`src/rtl/rfsoc_stream_pkg.sv`:
```
// rtl/rfsoc_stream_pkg.sv - shared types and constants for the RFSoC stream reader
package rfsoc_stream_pkg;

    typedef enum logic [1:0] {
        IDLE  = 2'd0,
        RUN   = 2'd1,
        DRAIN = 2'd2
    } reader_state_t;

    localparam int READER_BUF_DEPTH = 3;

    function automatic logic [1:0] buf_ptr_next(input logic [1:0] ptr);
        return (ptr == 2'(READER_BUF_DEPTH - 1)) ? 2'd0 : ptr + 2'd1;
    endfunction

endpackage

```
`src/rtl/stream_out_buffer.sv`:
```
// rtl/stream_out_buffer.sv - 3-entry circular output buffer hiding the FIFO read latency
module stream_out_buffer
    import rfsoc_stream_pkg::*;
#(
    parameter int data_width = 16
) (
    input  logic                  clk,
    input  logic                  reset,
    input  logic                  flush,
    input  logic                  push,
    input  logic [data_width-1:0] push_data,
    input  logic                  pop,
    output logic [1:0]            occ,
    output logic [data_width-1:0] head
);

    logic [data_width-1:0] mem [READER_BUF_DEPTH];
    logic [1:0]            wr_ptr;
    logic [1:0]            rd_ptr;
    logic                  do_push;
    logic                  do_pop;

    assign do_pop  = pop && (occ != 2'd0);
    // a full buffer still accepts a push when the head leaves in the same cycle
    assign do_push = push && ((occ != 2'(READER_BUF_DEPTH)) || do_pop);
    assign head    = mem[rd_ptr];

    always_ff @(posedge clk or negedge reset) begin
        if (!reset) begin
            for (int i = 0; i < READER_BUF_DEPTH; i++) begin
                mem[i] <= '0;
            end
            wr_ptr <= 2'd0;
            rd_ptr <= 2'd0;
            occ    <= 2'd0;
        end else if (flush) begin
            wr_ptr <= 2'd0;
            rd_ptr <= 2'd0;
            occ    <= 2'd0;
        end else begin
            if (do_push) begin
                mem[wr_ptr] <= push_data;
                wr_ptr      <= buf_ptr_next(wr_ptr);
            end
            if (do_pop) begin
                rd_ptr <= buf_ptr_next(rd_ptr);
            end
            case ({do_push, do_pop})
                2'b10:   occ <= occ + 2'd1;
                2'b01:   occ <= occ - 2'd1;
                default: occ <= occ;
            endcase
        end
    end

endmodule

```
`src/rtl/fifo_stream_reader.sv`:
```
// rtl/fifo_stream_reader.sv - drains FIFO_memory into a valid/ready stream toward the DAC path
module fifo_stream_reader
    import rfsoc_stream_pkg::*;
#(
    parameter int data_width = 16,
    parameter int len_width  = 16
) (
    input  logic                  clk,
    input  logic                  reset,
    input  logic [data_width-1:0] fifo_dout,
    input  logic                  fifo_empty,
    output logic                  fifo_read,
    input  logic                  start,
    input  logic                  abort,
    input  logic [len_width-1:0]  burst_len,
    output logic [data_width-1:0] m_tdata,
    output logic                  m_tvalid,
    input  logic                  m_tready,
    output logic                  m_tlast,
    output logic                  busy,
    output logic                  underrun,
    output logic [len_width-1:0]  words_sent
);

    reader_state_t        state;
    logic [len_width-1:0] len_q;
    logic [len_width-1:0] requested;
    logic                 inflight;
    logic [1:0]           occ;
    logic                 aborting;
    logic                 continuous;
    logic                 pop;
    logic                 push;
    logic                 starving;

    assign aborting   = abort && (state != IDLE);
    assign continuous = (len_q == '0);
    assign busy       = (state != IDLE);

    // read budget counts words already buffered plus the one still in flight
    assign fifo_read = (state == RUN) && !fifo_empty && !abort &&
                       (({1'b0, occ} + {2'b00, inflight}) < 3'(READER_BUF_DEPTH));

    assign m_tvalid = (occ != 2'd0);
    assign m_tlast  = m_tvalid && !continuous && (words_sent == len_q - len_width'(1));
    assign pop      = m_tvalid && m_tready && !aborting;
    assign push     = inflight && !aborting;

    assign starving = (state == RUN) && (occ == 2'd0) && !inflight && m_tready &&
                      fifo_empty && (continuous || (requested < len_q));

    stream_out_buffer #(
        .data_width(data_width)
    ) u_buf (
        .clk      (clk),
        .reset    (reset),
        .flush    (aborting),
        .push     (push),
        .push_data(fifo_dout),
        .pop      (pop),
        .occ      (occ),
        .head     (m_tdata)
    );

    always_ff @(posedge clk or negedge reset) begin
        if (!reset) begin
            state      <= IDLE;
            len_q      <= '0;
            requested  <= '0;
            words_sent <= '0;
            underrun   <= 1'b0;
            inflight   <= 1'b0;
        end else begin
            inflight <= fifo_read;
            if (fifo_read) begin
                requested <= requested + len_width'(1);
            end
            if (pop) begin
                words_sent <= words_sent + len_width'(1);
            end
            if (starving) begin
                underrun <= 1'b1;
            end
            case (state)
                IDLE: begin
                    if (start) begin
                        state      <= RUN;
                        len_q      <= burst_len;
                        requested  <= '0;
                        words_sent <= '0;
                        underrun   <= 1'b0;
                    end
                end
                RUN: begin
                    if (aborting) begin
                        state <= IDLE;
                    end else if (fifo_read && !continuous &&
                                 (requested + len_width'(1) == len_q)) begin
                        state <= DRAIN;
                    end
                end
                DRAIN: begin
                    if (aborting || (pop && m_tlast)) begin
                        state <= IDLE;
                    end
                end
                default: state <= IDLE;
            endcase
        end
    end

endmodule

```
`config.mk`:
```
export PLATFORM = sky130hd
export DESIGN_NAME = fifo_stream_reader
export DESIGN_NICKNAME = d
export VERILOG_FILES = /design/src/rtl/rfsoc_stream_pkg.sv /design/src/rtl/stream_out_buffer.sv /design/src/rtl/fifo_stream_reader.sv
export SDC_FILE = /design/constraint.sdc
export NUM_CORES = 1
export LEC_CHECK = 0
export ABC_AREA = 1
export ABC_CLOCK_PERIOD_IN_PS = 3200
export CELL_PAD_IN_SITES_DETAIL_PLACEMENT = 0
export CELL_PAD_IN_SITES_GLOBAL_PLACEMENT = 1
export CORE_UTILIZATION = 41
export CTS_CLUSTER_DIAMETER = 30
export DETAILED_ROUTE_END_ITERATION = 12
export PLACE_DENSITY = 0.87
export SLEW_MARGIN = 25
export SYNTH_ARGS = -nofsm -noshare
export SYNTH_HDL_FRONTEND = slang
export SYNTH_SLANG_ARGS = --single-unit
```
`constraint.sdc`:
```
create_clock -name clk -period 3.2 [get_ports clk]
set_clock_uncertainty 0.05 [all_clocks]
set_input_delay 0.96 -clock clk [delete_from_list [all_inputs] [get_ports clk]]
set_output_delay 0.96 -clock clk [all_outputs]
set_load 0.01 [all_outputs]
```
== Yosys cells after proc, flatten, opt, wreduce, memory -nomap -nowiden ==
Cells that the tools add are included.

* Bits of input ports: 38
* Logic and storage cells: 107
* Output and inout bits: 37
* Flip-flop bits (word level): 106

* Muxes and demuxes: 28
* Reduce and logical (&&, ||, !) cells: 39
* Equality and inequality tests: 12
* Bitwise gates (word level): 3
* Magnitude comparators: 5
* Add/sub/neg operators: 8

{| class="wikitable"
|+ Operator list
! operator !! count
|-
| $mux W16 || 9
|-
| $bwmux W48 || 1
|-
| $add A16 B1 Y16 const B || 2
|-
| $bmux W16 S2 || 1
|-
| $demux W16 S2 || 1
|-
| $eq A16 B16 Y1 || 2
|-
| $mux W2 || 11
|-
| $logic_and A1 B1 Y1 || 20
|-
| $logic_not A16 Y1 || 1
|-
| $lt A16 B16 Y1 || 1
|-
| $sub A16 B1 Y16 const B || 1
|-
| $eq A2 B2 Y1 const B || 4
|-
| $reduce_bool A2 Y1 || 4
|-
| $add A2 B1 Y2 const B || 3
|-
| $ge A3 B3 Y1 const B || 2
|-
| $ne A2 B2 Y1 const B || 3
|-
| $not A2 Y3 || 2
|-
| $pmux W2 S3 || 1
|-
| $logic_not A1 Y1 || 5
|-
| $eq A2 B1 Y1 const B || 2
|-
| $logic_not A2 Y1 || 2
|-
| $pmux W2 S2 || 1
|-
| $reduce_and A2 Y1 || 2
|-
| $add A2 B1 Y3 || 1
|-
| 9 further kinds || 13
|}

== Logic depth before layout (Yosys ltp) ==
Gate-level depths: netlist (run 1).

* Depth in word-level cells: 10
* Depth in mapped cells: 15
* Gate-level depth less buffers: 14

== Hierarchy ==
Synthesis (run 1) repeated with hierarchy kept, for this count alone.

* Cell total of the unflattened synthesis: 931
* Area total of the unflattened synthesis: 6623.9 µm²

{| class="wikitable"
|+ Modules (own cells, without submodules)
! module !! sequential area each (µm²) !! instances !! area each (µm²) !! cells an instance
|-
| fifo_stream_reader || 1301.2 || 1 || 4073.9 || 610
|-
| stream_out_buffer || 1351.3 || 1 || 2549.9 || 321
|}

== Least setup slack after synthesis (run 1) ==
OpenSTA, ideal clock, no wires.

* Kind: reg2out
* From: register len_q[0]
* To: output m_tlast
* Required time: 2.190 ns
* Arrival: 1.692 ns
* Path buffers: 0
* Setup slack: 0.498 ns
* Stages on the path, launching flop included: 11
* Cell sequence: dfrtp_1 > inv_1 > ha_1 > nand2_1 > nor2_4 > nand2_1 > o21ai_1 > nand2_1 > nor2_1 > nand2_1 > nor4_2

* Longest elaborated chain between the ends: 4
* Elaborated cells on any way between the ends: 6
* Those cells by class: add/sub (1); eq/ne (1); reduce/logical (4)

{| class="wikitable"
|+ Ends and longest elaborated chain
! item !! RTL line !! RTL
|-
| from (decl) || fifo_stream_reader.sv:26 || <nowiki>logic [len_width-1:0] len_q;</nowiki>
|-
| from (signal assigned) || fifo_stream_reader.sv:88 || <nowiki>len_q <= burst_len;</nowiki>
|-
| branches (longest 3 deep; another with $sub A16 B1 Y16) || -- ||
|-
| $logic_and A1 B1 Y1 (*) || fifo_stream_reader.sv:45 || <nowiki>assign m_tlast = m_tvalid && !continuous && (words_sent == len_q - len_width'(1));</nowiki>
|-
| to (decl) || fifo_stream_reader.sv:19 || <nowiki>output logic m_tlast,</nowiki>
|}

Mark *: on every way between the ends.

== Worst setup path after layout (run 1) ==
Same ends and word-level chain as after synthesis.

==> flow_summary_export.csv, run 1 <==
group,metric,value,unit
timing,finalCritPeriodShare,100,%
drt,ant_nets,0,
critical_path,worst-setup-path-type,"flop to output pin",
clock_network,clk_latency,0.36,ns
drt,dr.pass1.iters,8,
critical_path,cp_max_fo,4,
die,num_rows,45,
cells_and_area,design_area,0.00824,mm^2
synth,ys_ff_latch,106,
die,core_region_area,0.0152,mm^2
synth,synth_area_leader_cell,"dfrtp_1",
timing,max-slew-margin-rel,65.9,%
die,start_util,42.1,%
placed_design,post-place-ws,-0.260,ns
clock_network,cts_hold_buffers,0,
synth,synth-seq-area-share,41.5,%
min_path,hold_end,"u_buf.mem[27]$_DFFE_PN0P_",
die,die_h,127,um
placed_design,numPortBuffers,74,
cells_and_area,drive_above_1_share,13.9,%
timing,finalSetupTns,-0.00286,ns
critical_path,r2r_cells,21,
clock_network,clock-sinks,106,
drt,routed_via_density,5.15,
timing,setup-violations-final,1,
drt,wire_per_inst,14.7,um
power,leakagePower,3.93,nW
min_path,worstHoldStart,"u_buf.mem[27]$_DFFE_PN0P_",
cells_and_area,fin_nets,1062,
synth,synth_flop_cell,"dfrtp_1",
global_routing,grt_max_degree,41,
synth,async_flop_share,100,%
global_routing,grt_antenna_before_repair,0,
clock_network,cts_root_buf,"clkbuf_16",
timing,rsz0062_at_grt,"true",
synth,synthTopCellsByArea,"dfrtp_1 (41%), nand2_1 (14%), o21ai_0 (7.8%)",
timing,hold_violations,0,
status,violations,"negative setup slack",
clock_network,clk_pin_slew_worst_paths,0.08,ns
critical_path,rrSetupSlack,0.15,ns
die,io-pin-count,75,
timing,fin_crit,3.20,ns
power,irDropWorstVdd,0.328,mV
min_path,hp-class,"flop to flop",
critical_path,critPathArrivalTime,2.19,ns
placed_design,dpl.hpwl,12800,um
synth,postSynthCellCount,870,
die,floorplan.die_area,0.0161,mm^2
global_routing,grt.total_usage,23.3,%
critical_path,cp-end-kind,"output pin",
min_path,hold_depth,2,
cells_and_area,area.growth.synth_to_final,28.8,%
timing,finalWorstSetupSlack,-0.00286,ns
critical_path,cp_data_required_time,2.19,ns
critical_path,r2r-start,"len_q[2]$_DFFE_PN0P_",
global_routing,grt-ovfl-total,0,
global_routing,grt_pass1_vias,5785,
timing,finalMaxSlewViolations,0,
critical_path,r2r_end,"state[1]$_DFFE_PN0P_",
drt,num_vias,6154,
clock_network,cts_buffers,9,
clock_network,htreeDepth,3,
critical_path,startpoint_type,"flop",
timing,tightest_slew,0.511,ns
synth,synth_edf_count,0,
drt,wl,17600,um
synth,synth_cell_types,40,
synth,netlist_area,0.00640,mm^2
clock_network,cts_tree,"built",
synth,syn_avg_cell_area,7.35,um^2
timing,max_freq,312,MHz
clock_network,clock_path_buffers,2,
status,outcome,"complete, but fails checks",
synth,ys_warn_count,0,
power,pwr_density_cell,722,mW/mm^2
die,die_w,127,um
cells_and_area,num_antenna_cells,0,
placed_design,gp_congestion,0.879,
global_routing,grt_pass1_wl,29300,um
placed_design,placed_area,0.00774,mm^2
drt,drt_iter0_drc,498,
synth,synth_fp_nets,929,
synth,synth_top_area_share,41.5,%
drt,drc,0,
timing,hold_ws,0.435,ns
run,max_cap_violations,0,
-- worst max-delay path by stage --
stage                              start        end  slack [ns]  cells after the start
floorplan           len_q[0]$_DFFE_PN0P_    m_tlast        0.50                     10
global placement                   abort  fifo_read       -0.28                      6
detailed placement                 abort  fifo_read       -0.26                      6
CTS                 len_q[0]$_DFFE_PN0P_    m_tlast       0.005                      9
global route        len_q[0]$_DFFE_PN0P_    m_tlast       -0.11                     10
finish              len_q[0]$_DFFE_PN0P_    m_tlast      -0.003                     10
-- worst max-delay path, stage by stage, from the launching register on --
cell	delay [ns]
dfrtp_1	0.39
inv_2	0.08
buf_4	0.12
nand3_2	0.12
nor2_1	0.16
xor2_1	0.16
nand2_1	0.06
nor2_1	0.13
nand2_1	0.12
nor4_4	0.31
buf_2	0.18
-- flip-flops by register name (all words and copies together), names as in the netlist --
register and cells:
words_sent 16, underrun 1, requested 16, u_buf.rd_ptr 2, u_buf.mem 48, u_buf.occ 2, state 2, u_buf.wr_ptr 2
len_q 16, inflight 1
-- cell families (layout without fill, tap and decap cells) --
group,after synthesis,count (layout),synth area share (%)
xor+xnor,25,25,4.09
buf+inv,117,255,6.96
compound gates,151,151,12.5
flops,106,106,41.5
fa+ha+maj,21,21,4.11
simple gates,450,450,30.9
-- cell type report --
type,count,area (um^2)
fillers,1492,6960
multi-input cells,647,3380
flip-flops and latches,106,2650
repair buffers,149,1340
inverters,90,338
well taps,188,235
clock buffers,9,225
clock inverters,7,70.1
-- repair_timing --
item                       CTS  global route
resized for setup           10            23
pin swaps                    5            12
setup endpoints to repair    2             3
setup buffers               12             5
-- synth_stat cells (5+ instances only) --
master,instances
clkbuf_1,22
nor2_2,5
xor2_1,18
a21oi_1,33
dfrtp_1,106
nor3_1,13
nand3_1,87
o211ai_1,5
nand2_2,9
nand2_1,240
o21ai_0,100
ha_1,21
nor2_1,68
nand4_1,12
inv_1,85
-- power by group --
group	internal [W]	switching [W]
Clock	0.000554	0.000567
Sequential	0.00174	0.000361
Combinational	0.00128	0.00145
Total	0.00357	0.00238
-- layout by cell type (no fill, tap or decap), types with 4 or more instances in the layout --
master,instances
nand3_1,85
inv_8,4
o21ai_0,99
nand2_1,237
inv_2,6
nor2_1,61
a21oi_1,33
nand4_1,12
nand2_2,11
nor2_4,4
o211ai_1,5
xnor2_1,4
inv_1,83
nor3_1,12
dfrtp_1,106
xor2_1,18
buf_4,69
ha_1,20
buf_6,5
nor2_2,11
clkdlybuf4s50_1,71
clkbuf_16,9
-- per-layer routing --
| metal | part of all wire, % | vias to the layer above | GRT usage (%) |
|---|---|---|---|
| met5 | 0 | - | 0 |
| met4 | 1.8 | 0 | 8.05 |
| met2 | 45 | 134 | 36.5 |
| met1 | 49 | 2860 | 33.3 |
| li1 | - | 3134 | - |
| met3 | 3.9 | 26 | 2.83 |
-- stage by stage --
step	total power (W)	utilization [%]	cells
3_5_place_dp	0.00463	50.9	1165
3_3_place_gp	0.00458	50.9	1165
5_1_grt	0.00644	54.2	1196
6_report	0.00595	54.2	1196
4_1_cts	0.00589	53.4	1192
2_1_floorplan	0.00353	-	870
Power figures use the tool's default switching activity.
==> run 2: changes to the inputs <==
--- a/config.mk
+++ b/config.mk
@@ -5,14 +5,12 @@
 export SDC_FILE = /design/constraint.sdc
 export NUM_CORES = 1
 export LEC_CHECK = 0
-export ABC_AREA = 1
-export ABC_CLOCK_PERIOD_IN_PS = 3200
 export CELL_PAD_IN_SITES_DETAIL_PLACEMENT = 0
 export CELL_PAD_IN_SITES_GLOBAL_PLACEMENT = 1
-export CORE_UTILIZATION = 41
+export CORE_UTILIZATION = 44
 export CTS_CLUSTER_DIAMETER = 30
 export DETAILED_ROUTE_END_ITERATION = 12
-export PLACE_DENSITY = 0.87
+export PLACE_DENSITY = 0.88
 export SLEW_MARGIN = 25
 export SYNTH_ARGS = -nofsm -noshare
 export SYNTH_HDL_FRONTEND = slang
==> run 2 against run 1 <==
  * Flip-flop and latch count unchanged
  * First-iteration DRC count down 55%
  * The flow still finishes with violations (negative setup slack)
  * Die area is 9.3% lower
  * Final area is 4.5% lower
  * Fmax fell by 8.3%
  * Area after synthesis decreased by 2.8%
  * Clock-buffer cell count increased by 1
  * Core utilization up 2.7 points
==> flow_summary_export.csv, run 2 <==
group,metric,value,unit
drt,num_vias,5135,
cells_and_area,area.growth.synth_to_final,26.5,%
drt,wire_per_inst,17.0,um
synth,synth_most_common_cell,"dfrtp_1",
drt,ant_nets,0,
timing,hold_violations,0,
timing,finalWorstSetupSlack,-0.291,ns
clock_network,clock-sinks,106,
timing,hold_ws,0.459,ns
die,die_w,121,um
cells_and_area,final_common_cell,"dfrtp_1",
placed_design,gp_congestion,0.896,
cells_and_area,largest_register_ffs,48,
drt,highest_layer,"met4",
global_routing,grt_max_degree,52,
drt,drt_iter0_drc,226,
timing,rsz0062_at_grt,"true",
power,pwr_density_cell,624,mW/mm^2
critical_path,cp_max_fo,3,
global_routing,grt.total_usage,23.3,%
synth,synth_fp_nets,696,
synth,async_flop_share,100,%
power,total_power,0.00491,W
die,floorplan.die_area,0.0146,mm^2
global_routing,grt-ovfl-total,0,
clock_network,clock_path_buffers,2,
drt,wl,15900,um
die,die_h,121,um
power,irDropWorstVdd,0.560,mV
synth,postSynthCellCount,637,
drt,dr.pass1.iters,4,
synth,synth_flop_cell,"dfrtp_1",
critical_path,critPathBufInv,1,
synth,syn_avg_cell_area,9.76,um^2
clock_network,htreeDepth,3,
global_routing,grt_pass1_vias,5313,
synth,synthTopCellsByCount,"dfrtp_1 (106), nor2_1 (55), nand2_1 (52), mux2_2 (49), o21ai_0 (47)",
global_routing,grt_antenna_before_repair,0,
clock_network,cts_buffers,9,
critical_path,startpoint_type,"flop",
die,start_util,45.0,%
critical_path,cpPeakStageDelay,0.56,ns
power,leakagePower,3.44,nW
clock_network,cts_root_buf,"clkbuf_16",
die,io-pin-count,75,
timing,finalCritPeriodShare,109,%
critical_path,crit_slowest_cell,"or4_4",
drt,met2_length,8000,um
critical_path,cp_data_required_time,2.19,ns
drt,drc,0,
cells_and_area,final_cell_mix,"dfrtp_1 (106), clkdlybuf4s50_1 (70), buf_4 (59)",
die,core_region_area,0.0138,mm^2
placed_design,dpl.hpwl,11600,um
synth,synth_edf_count,0,
critical_path,cp-end-kind,"output pin",
timing,setup-violations-final,1,
cells_and_area,drive_above_1_share,20.4,%
clock_network,clk_latency,0.36,ns
synth,synthTopCellsByArea,"dfrtp_1 (43%), mux2_2 (8.9%), xnor2_1 (4.8%)",
synth,ys_ff_latch,106,
timing,tightest_slew,0.660,ns
critical_path,path_cells,"or4_4 > o21ai_1 > or3b_4 > nor4_4 > o2111ai_2 > nor2_1 > buf_2",
critical_path,critPathArrivalTime,2.48,ns
synth,synth_cell_types,55,
clock_network,cts_tree,"built",
synth,netlist_area,0.00622,mm^2
clock_network,cts_hold_buffers,0,
min_path,hp-class,"flop to flop",
run,max_cap_violations,0,
placed_design,numPortBuffers,74,
drt,dr_wl_met3,667,um
synth,synth-seq-area-share,42.6,%
clock_network,clk_pin_slew_worst_paths,0.07,ns
cells_and_area,fin_nets,808,
synth,synth_area_leader_cell,"dfrtp_1",
synth,ys_warn_count,0,
die,num_rows,43,
drt,routed_via_density,5.50,
synth,synth_top_area_share,42.6,%
cells_and_area,top_register,"u_buf.mem",
critical_path,crit_family,"simple AND/OR/NAND/NOR gates",
timing,fin_crit,3.49,ns
timing,max_freq,286,MHz
timing,finalSetupTns,-0.291,ns
global_routing,grt_pass1_wl,26600,um
timing,max-slew-margin-rel,56.0,%
timing,finalMaxSlewViolations,0,
critical_path,worst-setup-path-type,"flop to output pin",
status,outcome,"complete, but fails checks",
status,violations,"negative setup slack",
drt,met1Wirelength,6870,um
cells_and_area,num_antenna_cells,0,
## run 2: cell types whose count changed in the layout (fill, tap and decap cells not counted), moves of 20 or more
cell     before  now
nand3_1      85   25
xnor2_1       4   34
inv_1        83   21
mux2i_1       0   20
nand2_1     237   52
o21ai_0      99   46
mux2_2        0   49
## run 2: final cells by class
class	instances	area (um^2)
fillers	1179	5960
multi-input cells	473	3380
flip-flops and latches	106	2650
repair buffers	137	1240
clock buffers	10	239
well taps	180	225
inverters	22	82.6
clock inverters	6	53.8
## run 2: timing repair
action | 4_1_cts | 5_1_grt
buffers inserted | 1 | 0
endpoints found under the setup margin | 3 | 4
resized for setup | 26 | 1
pin swaps | 8 | 1
cloned | 1 | 0
## run 2: stage by stage
stage / setup slack [ns] / std cells / instance area [um^2] / utilization, %
6_report: -0.291 / 934 / 7870 / 56.9
4_1_cts: -0.271 / 934 / 7870 / 56.9
3_5_place_dp: -0.691 / 916 / 7490 / 54.2
5_1_grt: -0.401 / 934 / 7870 / 56.9
3_3_place_gp: -0.688 / 916 / 7490 / 54.2
2_1_floorplan: 0.0844 / 637 / 6220 / -
## run 2: logic make-up (layout without fill, tap and decap cells)
group,after synthesis,in the layout,share of synthesized area [%]
buffers and inverters,58,175,4.26
multiplexers,69,69,12.1
XOR/XNOR,67,67,9.43
AO/OA/AOI/OAI,105,105,10.1
flip-flops,106,106,42.6
adder cells (fa/ha/maj),21,21,4.22
AND/OR/NAND/NOR,211,211,17.2
## run 2: metal layers
metal,global-route usage [%],up-vias
met2,40.6,117
met1,28.4,2511
li1,-,2473
met3,5.03,34
met5,0,-
met4,8.02,0
## run 2: final timing paths
path                                                start                         to  slack [ns]  depth (start not counted)
max in group asynchronous                           reset  u_buf.mem[31]$_DFFE_PN0P_        1.70                          2
min in group asynchronous                           reset    requested[12]$_DFF_PN0_        0.58                          1
worst min-delay path            u_buf.mem[36]$_DFFE_PN0P_  u_buf.mem[36]$_DFFE_PN0P_        0.46                          1
worst max-delay path                 len_q[3]$_DFFE_PN0P_                    m_tlast       -0.29                          7
worst max register to register         inflight$_DFF_PN0_       state[1]$_DFFE_PN0P_        0.47                          9
worst min register to register  u_buf.mem[36]$_DFFE_PN0P_  u_buf.mem[36]$_DFFE_PN0P_        0.46                          1
## run 2: power by group
part	switching [W]	internal (W)
Clock	0.000529	0.000565
Sequential	0.000216	0.00165
Combinational	0.000919	0.00103
